--- src/rtl/wb_dsp_vector_reader.sv ---
// Wishbone master that drains a circular sample buffer. It fetches the buffer
// descriptor, reads samples from the read pointer up to a snapshot of the
// write pointer (or up to a requested count), hands each sample to the DSP
// engine over a valid/ready handshake, then writes the read pointer back.
//
// Optional feature macro: WB_DSP_READER_CLEAR_EN
//   When defined, every consumed sample word is overwritten with zero
//   (state S_CLEAR) before the read pointer advances.
//
// Handshake: a sample transfers on the rising clock edge where sample_valid
// and sample_ready are both high. sample_data and sample_valid stay stable
// while sample_valid is high and sample_ready is low.
module wb_dsp_vector_reader #(
    parameter int              dw            = 32,
    parameter int              aw            = 32,
    parameter logic [aw-1:0]   WR_PTR_OFFSET = 'h00,
    parameter logic [aw-1:0]   START_OFFSET  = 'h04,
    parameter logic [aw-1:0]   END_OFFSET    = 'h08,
    parameter logic [aw-1:0]   RD_PTR_OFFSET = 'h0C,
    parameter int              RETRY_LIMIT   = 3
) (
    input  logic          wb_clk,
    input  logic          wb_rst,
    output logic [aw-1:0] wb_adr_o,
    output logic [dw-1:0] wb_dat_o,
    output logic [3:0]    wb_sel_o,
    output logic          wb_we_o,
    output logic          wb_cyc_o,
    output logic          wb_stb_o,
    output logic [2:0]    wb_cti_o,
    output logic [1:0]    wb_bte_o,
    input  logic [dw-1:0] wb_dat_i,
    input  logic          wb_ack_i,
    input  logic          wb_err_i,
    input  logic          wb_rty_i,
    input  logic          start,
    input  logic [aw-1:0] base_address,
    input  logic [15:0]   count,
    output logic [dw-1:0] sample_data,
    output logic          sample_valid,
    input  logic          sample_ready,
    output logic          busy,
    output logic          done,
    output logic          error
);

    localparam int             RW        = $clog2(RETRY_LIMIT + 2);
    localparam logic [RW-1:0]  RETRY_MAX = RW'(RETRY_LIMIT);

    typedef enum logic [3:0] {
        S_IDLE,
        S_FETCH_WR,
        S_FETCH_RD,
        S_FETCH_START,
        S_FETCH_END,
        S_CHECK,
        S_READ_DATA,
        S_PRESENT,
        S_ADVANCE,
`ifdef WB_DSP_READER_CLEAR_EN
        S_CLEAR,
`endif
        S_WRITE_RD,
        S_DONE,
        S_ERROR
    } state_t;

    state_t          state;
    state_t          next_state;

    logic [aw-1:0]   base;
    logic [aw-1:0]   wr_ptr;
    logic [aw-1:0]   rd_ptr;
    logic [aw-1:0]   start_ptr;
    logic [aw-1:0]   end_ptr;
    logic [15:0]     cnt_lim;
    logic [15:0]     remaining;
    logic [RW-1:0]   retry_cnt;

    // Access requested by the current state (address, direction, data)
    logic            acc_req;
    logic [aw-1:0]   acc_adr;
    logic            acc_we;
    logic [dw-1:0]   acc_dat;

    // Termination of the outstanding access, ack has priority over err/rty
    logic            bus_ack;
    logic            bus_err;
    logic            bus_rty;
    logic [aw-1:0]   rd_inc;
    logic            pass_end;

    assign bus_ack  = wb_cyc_o & wb_ack_i;
    assign bus_err  = wb_cyc_o & ~wb_ack_i &
                      (wb_err_i | (wb_rty_i & (retry_cnt >= RETRY_MAX)));
    assign bus_rty  = wb_cyc_o & ~wb_ack_i & ~wb_err_i & wb_rty_i &
                      (retry_cnt < RETRY_MAX);
    assign rd_inc   = rd_ptr + aw'(4);
    assign pass_end = (rd_ptr == wr_ptr) || ((cnt_lim != 16'd0) && (remaining == 16'd0));

    assign wb_cti_o = 3'b000;
    assign wb_bte_o = 2'b00;
    assign busy     = (state != S_IDLE);
    assign done     = (state == S_DONE);
    assign error    = (state == S_ERROR);

    // State register
    always_ff @(posedge wb_clk or posedge wb_rst) begin
        if (wb_rst) state <= S_IDLE;
        else        state <= next_state;
    end

    // Next-state logic and per-state bus access selection
    always_comb begin
        next_state = state;
        acc_req    = 1'b0;
        acc_adr    = '0;
        acc_we     = 1'b0;
        acc_dat    = '0;
        unique case (state)
            S_IDLE: begin
                if (start) next_state = S_FETCH_WR;
            end
            S_FETCH_WR: begin
                acc_req = 1'b1;
                acc_adr = base + WR_PTR_OFFSET;
                if (bus_err)      next_state = S_ERROR;
                else if (bus_ack) next_state = S_FETCH_RD;
            end
            S_FETCH_RD: begin
                acc_req = 1'b1;
                acc_adr = base + RD_PTR_OFFSET;
                if (bus_err)      next_state = S_ERROR;
                else if (bus_ack) next_state = S_FETCH_START;
            end
            S_FETCH_START: begin
                acc_req = 1'b1;
                acc_adr = base + START_OFFSET;
                if (bus_err)      next_state = S_ERROR;
                else if (bus_ack) next_state = S_FETCH_END;
            end
            S_FETCH_END: begin
                acc_req = 1'b1;
                acc_adr = base + END_OFFSET;
                if (bus_err)      next_state = S_ERROR;
                else if (bus_ack) next_state = S_CHECK;
            end
            S_CHECK: begin
                if (pass_end) next_state = S_WRITE_RD;
                else          next_state = S_READ_DATA;
            end
            S_READ_DATA: begin
                acc_req = 1'b1;
                acc_adr = rd_ptr;
                if (bus_err)      next_state = S_ERROR;
                else if (bus_ack) next_state = S_PRESENT;
            end
            S_PRESENT: begin
                if (sample_ready) begin
`ifdef WB_DSP_READER_CLEAR_EN
                    next_state = S_CLEAR;
`else
                    next_state = S_ADVANCE;
`endif
                end
            end
`ifdef WB_DSP_READER_CLEAR_EN
            S_CLEAR: begin
                acc_req = 1'b1;
                acc_adr = rd_ptr;
                acc_we  = 1'b1;
                acc_dat = '0;
                if (bus_err)      next_state = S_ERROR;
                else if (bus_ack) next_state = S_ADVANCE;
            end
`endif
            S_ADVANCE: begin
                next_state = S_CHECK;
            end
            S_WRITE_RD: begin
                acc_req = 1'b1;
                acc_adr = base + RD_PTR_OFFSET;
                acc_we  = 1'b1;
                acc_dat = dw'(rd_ptr);
                if (bus_err)      next_state = S_ERROR;
                else if (bus_ack) next_state = S_DONE;
            end
            S_DONE: begin
                next_state = S_IDLE;
            end
            S_ERROR: begin
                next_state = S_IDLE;
            end
            default: begin
                next_state = S_IDLE;
            end
        endcase
    end

    // Wishbone master: issue when idle on the bus, drop on any termination.
    // A retry drops cyc for one cycle; the same state then reissues it.
    always_ff @(posedge wb_clk or posedge wb_rst) begin
        if (wb_rst) begin
            wb_cyc_o  <= 1'b0;
            wb_stb_o  <= 1'b0;
            wb_we_o   <= 1'b0;
            wb_adr_o  <= '0;
            wb_dat_o  <= '0;
            wb_sel_o  <= 4'h0;
            retry_cnt <= '0;
        end else begin
            if (wb_cyc_o) begin
                if (bus_ack || bus_err || bus_rty) begin
                    wb_cyc_o <= 1'b0;
                    wb_stb_o <= 1'b0;
                    wb_we_o  <= 1'b0;
                    wb_sel_o <= 4'h0;
                end
            end else if (acc_req) begin
                wb_cyc_o <= 1'b1;
                wb_stb_o <= 1'b1;
                wb_we_o  <= acc_we;
                wb_adr_o <= acc_adr;
                wb_dat_o <= acc_dat;
                wb_sel_o <= 4'hF;
            end
            if (bus_rty)                     retry_cnt <= retry_cnt + RW'(1);
            else if (bus_ack || bus_err)     retry_cnt <= '0;
            else if (state == S_IDLE)        retry_cnt <= '0;
        end
    end

    // Pass context, descriptor capture and read-pointer advance
    always_ff @(posedge wb_clk or posedge wb_rst) begin
        if (wb_rst) begin
            base      <= '0;
            wr_ptr    <= '0;
            rd_ptr    <= '0;
            start_ptr <= '0;
            end_ptr   <= '0;
            cnt_lim   <= '0;
            remaining <= '0;
        end else begin
            unique case (state)
                S_IDLE: begin
                    if (start) begin
                        base      <= base_address;
                        cnt_lim   <= count;
                        remaining <= count;
                    end
                end
                S_FETCH_WR:    if (bus_ack) wr_ptr    <= aw'(wb_dat_i);
                S_FETCH_RD:    if (bus_ack) rd_ptr    <= aw'(wb_dat_i);
                S_FETCH_START: if (bus_ack) start_ptr <= aw'(wb_dat_i);
                S_FETCH_END:   if (bus_ack) end_ptr   <= aw'(wb_dat_i);
                S_ADVANCE: begin
                    rd_ptr <= (rd_inc > end_ptr) ? start_ptr : rd_inc;
                    if (cnt_lim != 16'd0) remaining <= remaining - 16'd1;
                end
                default: begin
                end
            endcase
        end
    end

    // Sample output register toward the DSP engine
    always_ff @(posedge wb_clk or posedge wb_rst) begin
        if (wb_rst) begin
            sample_data  <= '0;
            sample_valid <= 1'b0;
        end else begin
            if ((state == S_READ_DATA) && bus_ack) begin
                sample_data  <= wb_dat_i;
                sample_valid <= 1'b1;
            end else if ((state == S_PRESENT) && sample_ready) begin
                sample_valid <= 1'b0;
            end
        end
    end

endmodule

--- config.mk ---
export PLATFORM = sky130hd
export DESIGN_NAME = wb_dsp_vector_reader
export DESIGN_NICKNAME = d
export VERILOG_FILES = /design/src/rtl/wb_dsp_vector_reader.sv
export SDC_FILE = /design/constraint.sdc
export NUM_CORES = 1
export LEC_CHECK = 0
export CORE_ASPECT_RATIO = 0.5
export CORE_MARGIN = 3
export CORE_UTILIZATION = 35
export DETAILED_ROUTE_END_ITERATION = 6
export GPL_ROUTABILITY_DRIVEN = 0
export PLACE_DENSITY = 0.53
export REMOVE_ABC_BUFFERS = 1
export SLEW_MARGIN = 0
export SYNTH_ARGS = -nofsm -noshare
export SYNTH_HDL_FRONTEND = slang
export SYNTH_SLANG_ARGS = --single-unit
--- constraint.sdc ---
create_clock -name wb_clk -period 18.85 [get_ports wb_clk]
set_input_delay 4.7125 -clock wb_clk [delete_from_list [all_inputs] [get_ports wb_clk]]
set_output_delay 4.7125 -clock wb_clk [all_outputs]
set_load 0.005 [all_outputs]
### Word-level counts from Yosys, hierarchy flattened

Index checks and enable logic that the tools add are counted.

| operators by class | value |
|---|---|
| order comparisons | 3 |
| reduce and logical (&&, ||, !) cells | 26 |
| add/subtract/negate cells | 6 |
| multiplexer cells | 42 |
| equal/unequal tests | 23 |
| bitwise logic cells | 11 |

Operators by type and width:

| cell | count |
|---|---|
| 32-bit case mux with 5 select lines | 1 |
| 32-bit 2-to-1 mux | 3 |
| 4-bit 2-to-1 mux | 18 |
| 32-bit by 3-bit adder with 32-bit output, second input constant | 2 |
| 32-bit by 4-bit adder with 32-bit output, second input constant | 2 |
| 32-bit case mux with 2 select lines | 1 |
| 4-bit case mux with 10 select lines | 1 |
| 32-bit equality test | 1 |
| 32-bit > comparator | 1 |
| 16-bit 2-to-1 mux | 2 |
| 16-bit case mux with 2 select lines | 1 |
| 3-bit != test, second input constant | 6 |
| 4-bit by 3-bit equality test with 1-bit output, second input constant | 4 |
| 4-bit equality test, second input constant | 4 |
| 16-bit zero test | 1 |
| 16-bit nonzero test | 1 |
| 16-bit by 1-bit subtractor with 16-bit output, second input constant | 1 |
| 2-bit AND reduction | 7 |
| 1-bit 2-to-1 mux | 12 |
| 3-bit 2-to-1 mux | 3 |
| 4-bit by 2-bit equality test with 1-bit output, second input constant | 2 |
| 2-bit != test, second input constant | 4 |
| 8-bit AND reduction | 1 |
| 2-bit nonzero test | 4 |
| other kinds (16) | 28 |

| storage, ports and cells | value |
|---|---|
| bits of input ports | 87 |
| logic and storage cells | 128 |
| output and inout bits | 112 |
| register bits after elaboration | 303 |

### Logic depth before layout (Yosys ltp)

Gate-level depths: netlist of the first run.

| logic depth | value |
|---|---|
| depth after elaboration | 8 |
| gate-level depth with buffers | 15 |
| depth with buffers taken out | 12 |

### Worst setup path after synthesis of the first run

No wires, ideal clock.

| timing | value |
|---|---|
| kind | input-to-reg |
| from | in wb_ack_i |
| to | reg sample_data[10] |
| setup slack | 12.735 ns |
| library setup time | 0.125 ns |
| stages on the path | 4 |
| data arrival time | 5.990 ns |
| required time | 18.725 ns |
| path buffers | 1 |
| cells stage by stage | nand2_1 -> nor4_1 -> buf_2 -> mux2_2 |

| between the ends | value |
|---|---|
| longest elaborated chain between the ends | 2 |

RTL lines:

| item | RTL line | source |
|---|---|---|
| start: declaration | 33 | `input logic wb_ack_i,` |
| 1-bit bitwise AND | 93 | `assign bus_ack = wb_cyc_o & wb_ack_i;` |
| 1-bit logical AND | 272 | `if ((state == S_READ_DATA) && bus_ack) begin` |
| end signal: assignment | 273 | `sample_data <= wb_dat_i;` |
| end: declaration | 39 | `output logic [dw-1:0] sample_data,` |

No other way between the ends.
A chain may end at the register's enable or synchronous reset.

### Final worst setup path of the first run

| timing | value |
|---|---|
| from | reg state[0] |
| to | out error |

| between the ends | value |
|---|---|
| longest elaborated chain between the ends | 1 |

RTL lines:

| item | RTL line | source |
|---|---|---|
| start: declaration | 68 | `state_t state;` |
| start signal: assignment | 110 | `else state <= next_state;` |
| 4-bit equality test | 105 | `assign error = (state == S_ERROR);` |
| end: declaration | 44 | `output logic error` |

No other way between the ends.

==> results.yml, run 1 <==
finish:
  seq_area_mm2: 0.00748
  layout_commonest_cell: "dfrtp_1"
  area_delta_synth_final_pct: 21.3
  diodes: 0
  final_cell_mix: "dfrtp_1, clkdlybuf4s50_1, nand2_1"
  layout-drive-gt1-share_pct: 14.0
  n_fill_cell: 4284
  finalNetCount: 1810
  multi_input_area_mm2: 0.00764
synthesis:
  yosysTopAreaCell: "dfrtp_1"
  async_flop_share_pct: 100
  netlist_instances: 1565
  ys_types: 87
  synth-seq-area-share_pct: 47.3
  ys_top_cells_by_area: "dfrtp_1, mux2_2, nand2_1"
  yosys_warnings: 0
  ys.flop_type: "dfrtp_1"
  synth.ff_latch_count: 299
  syn-cell-area_mm2: 0.0158
  synth.avg_cell_area_um2: 10.1
  synth_edf_count: 0
  yosysTopAreaCellShare_pct: 47.3
critical_path:
  required_ps: 14140
  end_kind: "primary output"
  crit_slowest_cell: "dfrtp_1"
  r2r_setup_slack_ps: 13500
  critPathLaunchType: "flip-flop"
  r2r_cells: 12
  crit_end: "error"
  startpoint: "state[0]"
  arrival_ps: 2510
  crit_fanout: 26
  rr_endpoint: "rd_ptr[27]"
  r2r_start: "rd_ptr[2]"
  slowest_delay_ps: 870
  crit_chain: "nand2b_1, nor2_1, clkdlybuf4s50_1"
  path_class: "reg2out"
pwr:
  power.total_w: 0.00327
  power_density_mw_per_mm2: 170
  vdd_ir_drop_max_mv: 0.0839
  p_leak_nw: 7.75
cts:
  clock_latency_ps: 580
  cts.root.buffer_cell: "clkbuf_16"
  cts.sinks: 299
  cts_buffers: 29
  htree_num_levels: 1
  clk_pin_slew_worst_paths_ps: 70
  clockBufferDepth: 3
  cts_resized: 0
  hold_buffers: 0
  cts_tree: "done"
  post_cts_buffers: 0
sta:
  rsz0062_at_grt: "no"
  slew_headroom_pct: 30.0
  fin_crit_sh_pct: 38.3
  slew_viol_final: 0
  fmax_ghz: 0.139
  tightest_slew_ps: 1050
  hold_viol_final: 0
  setup_tns_ps: 0
  setup_viol: 0
  fin_skew_ps: 12.8
  period_needed_ps: 7220
worst_hold_path:
  min_path_type: "reg2reg"
global_route:
  grt.busiest_layer: "met2"
  grt_max_degree: 130
  grt_pass1_vias: 12200
  antenna_found_initial: 0
  gr-total-overflow: 0
  met1_usage_pct: 29.9
  grt_use_met2_pct: 32.5
  grt_pass1_wl_mm: 76.5
  grt_usage_pct: 20.4
  gr-usage-met3_pct: 3.14
die:
  die_w_um: 307
  start_util_pct: 35.9
  die_y_um: 156
  num_rows: 54
  die_area_mm2: 0.0479
  io_pins: 199
  core_area_mm2: 0.0441
detailed_routing:
  wl_mm: 49.7
  vias: 12700
  detail_route.vias_per_cell: 5.55
  drt-initial-drc-count: 1075
  drt-wirelength-per-cell_um: 21.7
  detail-route-antenna-nets: 0
  first_pass_iters: 5
  route.detailed.drc: 0
run:
  max_cap_viol_count: 0
placed_design:
  hpwl_mm: 34.1
  io_buffers: 193
run_status:
  status: "finished, final reports clean"
==> logic make-up after synthesis <==
kind of cell | synth area share (%)
buffers and inverters | 4.88
AO/OA/AOI/OAI | 15.4
flip-flops | 47.3
other | 0.0237
XOR/XNOR | 4.04
multiplexers | 10.3
AND/OR/NAND/NOR | 14.8
adder cells (fa/ha/maj) | 3.21
==> metal layers <==
metal	vias to the layer above	routed length, um
met4	0	751
met1	6368	23200
met2	361	22800
met3	48	2880
met5	-	0
li1	5940	-
==> worst min path at each step <==
stage	startpoint	end	slack (ps)	depth (start not counted)
2_1_floorplan	cnt_lim[6]	cnt_lim[6]	450	2
6_report	wb_adr_o[17]	wb_adr_o[17]	480	2
3_5_place_dp	wb_adr_o[17]	wb_adr_o[17]	470	2
5_1_grt	wb_adr_o[19]	wb_adr_o[19]	500	2
4_1_cts	wb_adr_o[17]	wb_adr_o[17]	480	2
3_3_place_gp	wb_adr_o[16]	wb_adr_o[16]	460	2
==> stage by stage <==
stage | hold slack (ps) | worst slack (ps) | std cells | util, % | instance area [um^2]
after floorplan | 451 | 5880 | 1436 | - | 15200
after global placement | 464 | 11240 | 2240 | 41.2 | 18200
after detailed placement | 469 | 11280 | 2240 | 41.2 | 18200
after CTS | 485 | 11570 | 2291 | 43.5 | 19200
after global routing | 503 | 11380 | 2291 | 43.5 | 19200
final | 480 | 11630 | 2291 | 43.5 | 19200
==> report_power, final <==
group / leakage, nW / switching [W] / internal (W)
Sequential: 3.68 / 0.000348 / 0.000916
Clock: 0.486 / 0.000266 / 0.000363
Combinational: 3.58 / 0.000721 / 0.000653
==> worst max-delay path: cells and delay by family (launching register included) <==
family / cells / cell delay, ps
DFF: 1 / 870
buffers and inverters: 1 / 530
and+or+nand+nor: 2 / 530
==> area by class of cell <==
class | instances | share of cell area [%]
clock buffer | 34 | 4.04
timing repair buffer | 216 | 11.0
sequential | 299 | 39.0
inverter | 53 | 1.08
multi-input combinational | 1084 | 39.9
clock inverter | 17 | 1.21
tap | 588 | 3.84
==> cell usage after synthesis, types with 23 or more instances <==
cell and number:
xnor2_1 58, ha_1 39, a221oi_1 24, dfrtp_1 299, nand2_1 141, nand3_1 43
o21ai_0 82, nor4_1 33, mux2_2 135, nor3_1 35, a211oi_1 23, nand4_1 38
nor2_1 78, a21oi_1 70, clkbuf_1 98, inv_1 51, a22o_1 37
==> flip-flops by register name (all words and copies together) (netlist names), 3 cells and up <==
register	flops
cnt_lim	16
start_ptr	32
remaining	16
wb_adr_o	32
retry_cnt	3
sample_data	32
wb_dat_o	32
base	32
wr_ptr	32
rd_ptr	32
state	4
end_ptr	32
Note: power is estimated with default switching activity, not from simulation.
==> inputs of run 2 (changes only) <==
Clock period 18.85 ns to 7.45 ns, I/O delays scaled along.
==> run 2 against run 1 <==
Highest routed layer is now met5. Non-clock buffer count did not move. Critical endpoint is now rd_ptr[12]. Count of clock-buffer cells in the layout grew 1. Largest power group unchanged. Clock power grew to 2.6 times the previous value. Critical path depth rose by 9. Utilization is 0.12 points higher.
==> results.yml, run 2 (synthesis gave the netlist of run 1 again) <==
critical_path:
  crit_chain: "nand4_1, nor3_1, nand4_1, xnor2_1, ha_1, nand4_1, or4_1, nor2_2, o22ai_2, buf_4, nor2_2, o311a_1"
  slowest_delay_ps: 760
  crit_slowest_cell: "nor3_1"
  cpMostUsedCell: "nand4_1"
  arrival_ps: 5290
  path_class: "reg2reg"
  critPathLaunchType: "flip-flop"
  critPathBufInv: 1
  crit_fanout: 21
  required_ps: 7970
  end_kind: "flip-flop"
  cp_top_family: "simple AND/OR/NAND/NOR gates"
cts:
  clk_pin_slew_worst_paths_ps: 70
  cts_tree: "done"
  hold_buffers: 0
  cts.root.buffer_cell: "clkbuf_16"
  clockBufferDepth: 3
  cts_buffers: 29
  clock_latency_ps: 580
  cts_resized: 0
  cts.sinks: 299
  htree_num_levels: 1
  post_cts_buffers: 0
sta:
  fin_crit_sh_pct: 64.0
  fmax_ghz: 0.210
  rsz0062_at_grt: "no"
  tightest_slew_ps: 1050
  fin_skew_ps: 12.6
  setup_tns_ps: 0
  period_needed_ps: 4770
  setup_viol: 0
  slew_headroom_pct: 30.1
  setup_ws_ps: 2680
  hold_viol_final: 0
  slew_viol_final: 0
  whs_ps: 485
run:
  max_cap_viol_count: 0
placed_design:
  placed_area_mm2: 0.0182
  io_buffers: 193
  hpwl_mm: 36.0
  post-place-ws_ps: 2710
global_route:
  grt_max_degree: 110
  grt_pass1_wl_mm: 77.6
  grt_pass1_vias: 12400
  grt_usage_pct: 20.7
  antenna_found_initial: 1
  gr-total-overflow: 0
detailed_routing:
  vias: 12800
  route.detailed.drc: 0
  detail-route-antenna-nets: 0
  detail_route.vias_per_cell: 5.56
  drt-wirelength-per-cell_um: 22.0
  first_pass_iters: 7
  drt-initial-drc-count: 1039
  wl_mm: 50.4
finish:
  final_cell_mix: "dfrtp_1, clkdlybuf4s50_1, nand2_1"
  finalNetCount: 1810
  area_delta_synth_final_pct: 21.7
  layout_commonest_cell: "dfrtp_1"
  layout-drive-gt1-share_pct: 14.2
  final_area_mm2: 0.0192
  diodes: 0
die:
  io_pins: 199
  die_y_um: 156
  start_util_pct: 35.9
  die_w_um: 307
  num_rows: 54
  die_area_mm2: 0.0479
  core_area_mm2: 0.0441
run_status:
  status: "finished, final reports clean"
pwr:
  vdd_ir_drop_max_mv: 0.217
  p_leak_nw: 7.77
  power_density_mw_per_mm2: 435
worst_hold_path:
  min_path_type: "reg2reg"
run 2: tightest hold or removal path: stages (launching register included):
cell	delay [ps]
dfrtp_1	350
nand2_1	50
o21ai_0	60
run 2: area by class of cell:
type | count | area, um^2
multi-input combinational | 1084 | 7630
timing repair buffer | 216 | 2120
inverter | 53 | 206
clock buffer | 35 | 808
fill | 4222 | 24800
tap | 588 | 736
sequential | 299 | 7480
clock inverter | 19 | 246
run 2: power by group:
part	internal, W	switching (W)
registers	0.00232	0.000852
clock network	0.000950	0.000694
logic	0.00165	0.00189
total	0.00492	0.00344
run 2: per-stage QoR:
step           instances  util (%)  power (W)
3_5_place_dp        2240      41.3    0.00671
2_1_floorplan       1436         -    0.00509
5_1_grt             2294      43.7    0.00892
4_1_cts             2294      43.7    0.00838
3_3_place_gp        2240      41.3    0.00669
6_report            2294      43.7    0.00836
run 2: path summary, 6_finish.rpt:
kind                                  start         endpoint  slack, ps  depth (start not counted)
worst min register to register  wb_adr_o[9]      wb_adr_o[9]        480                          2
min in group asynchronous            wb_rst         base[22]       1740                          2
worst min-delay path            wb_adr_o[9]      wb_adr_o[9]        480                          2
worst max-delay path              rd_ptr[9]       rd_ptr[12]       2680                         12
worst max register to register    rd_ptr[9]       rd_ptr[12]       2680                         12
max in group asynchronous            wb_rst  sample_data[13]       4450                          3
run 2: per-layer routing:
layer / global-route usage (%) / vias to the layer above / share of wire [%]
met3: 3.00 / 51 / 5.8
met2: 32.6 / 355 / 45
met1: 30.7 / 6379 / 48
met5: 0 / - / 0.016
li1: - / 5975 / -
met4: 3.47 / 2 / 1.5
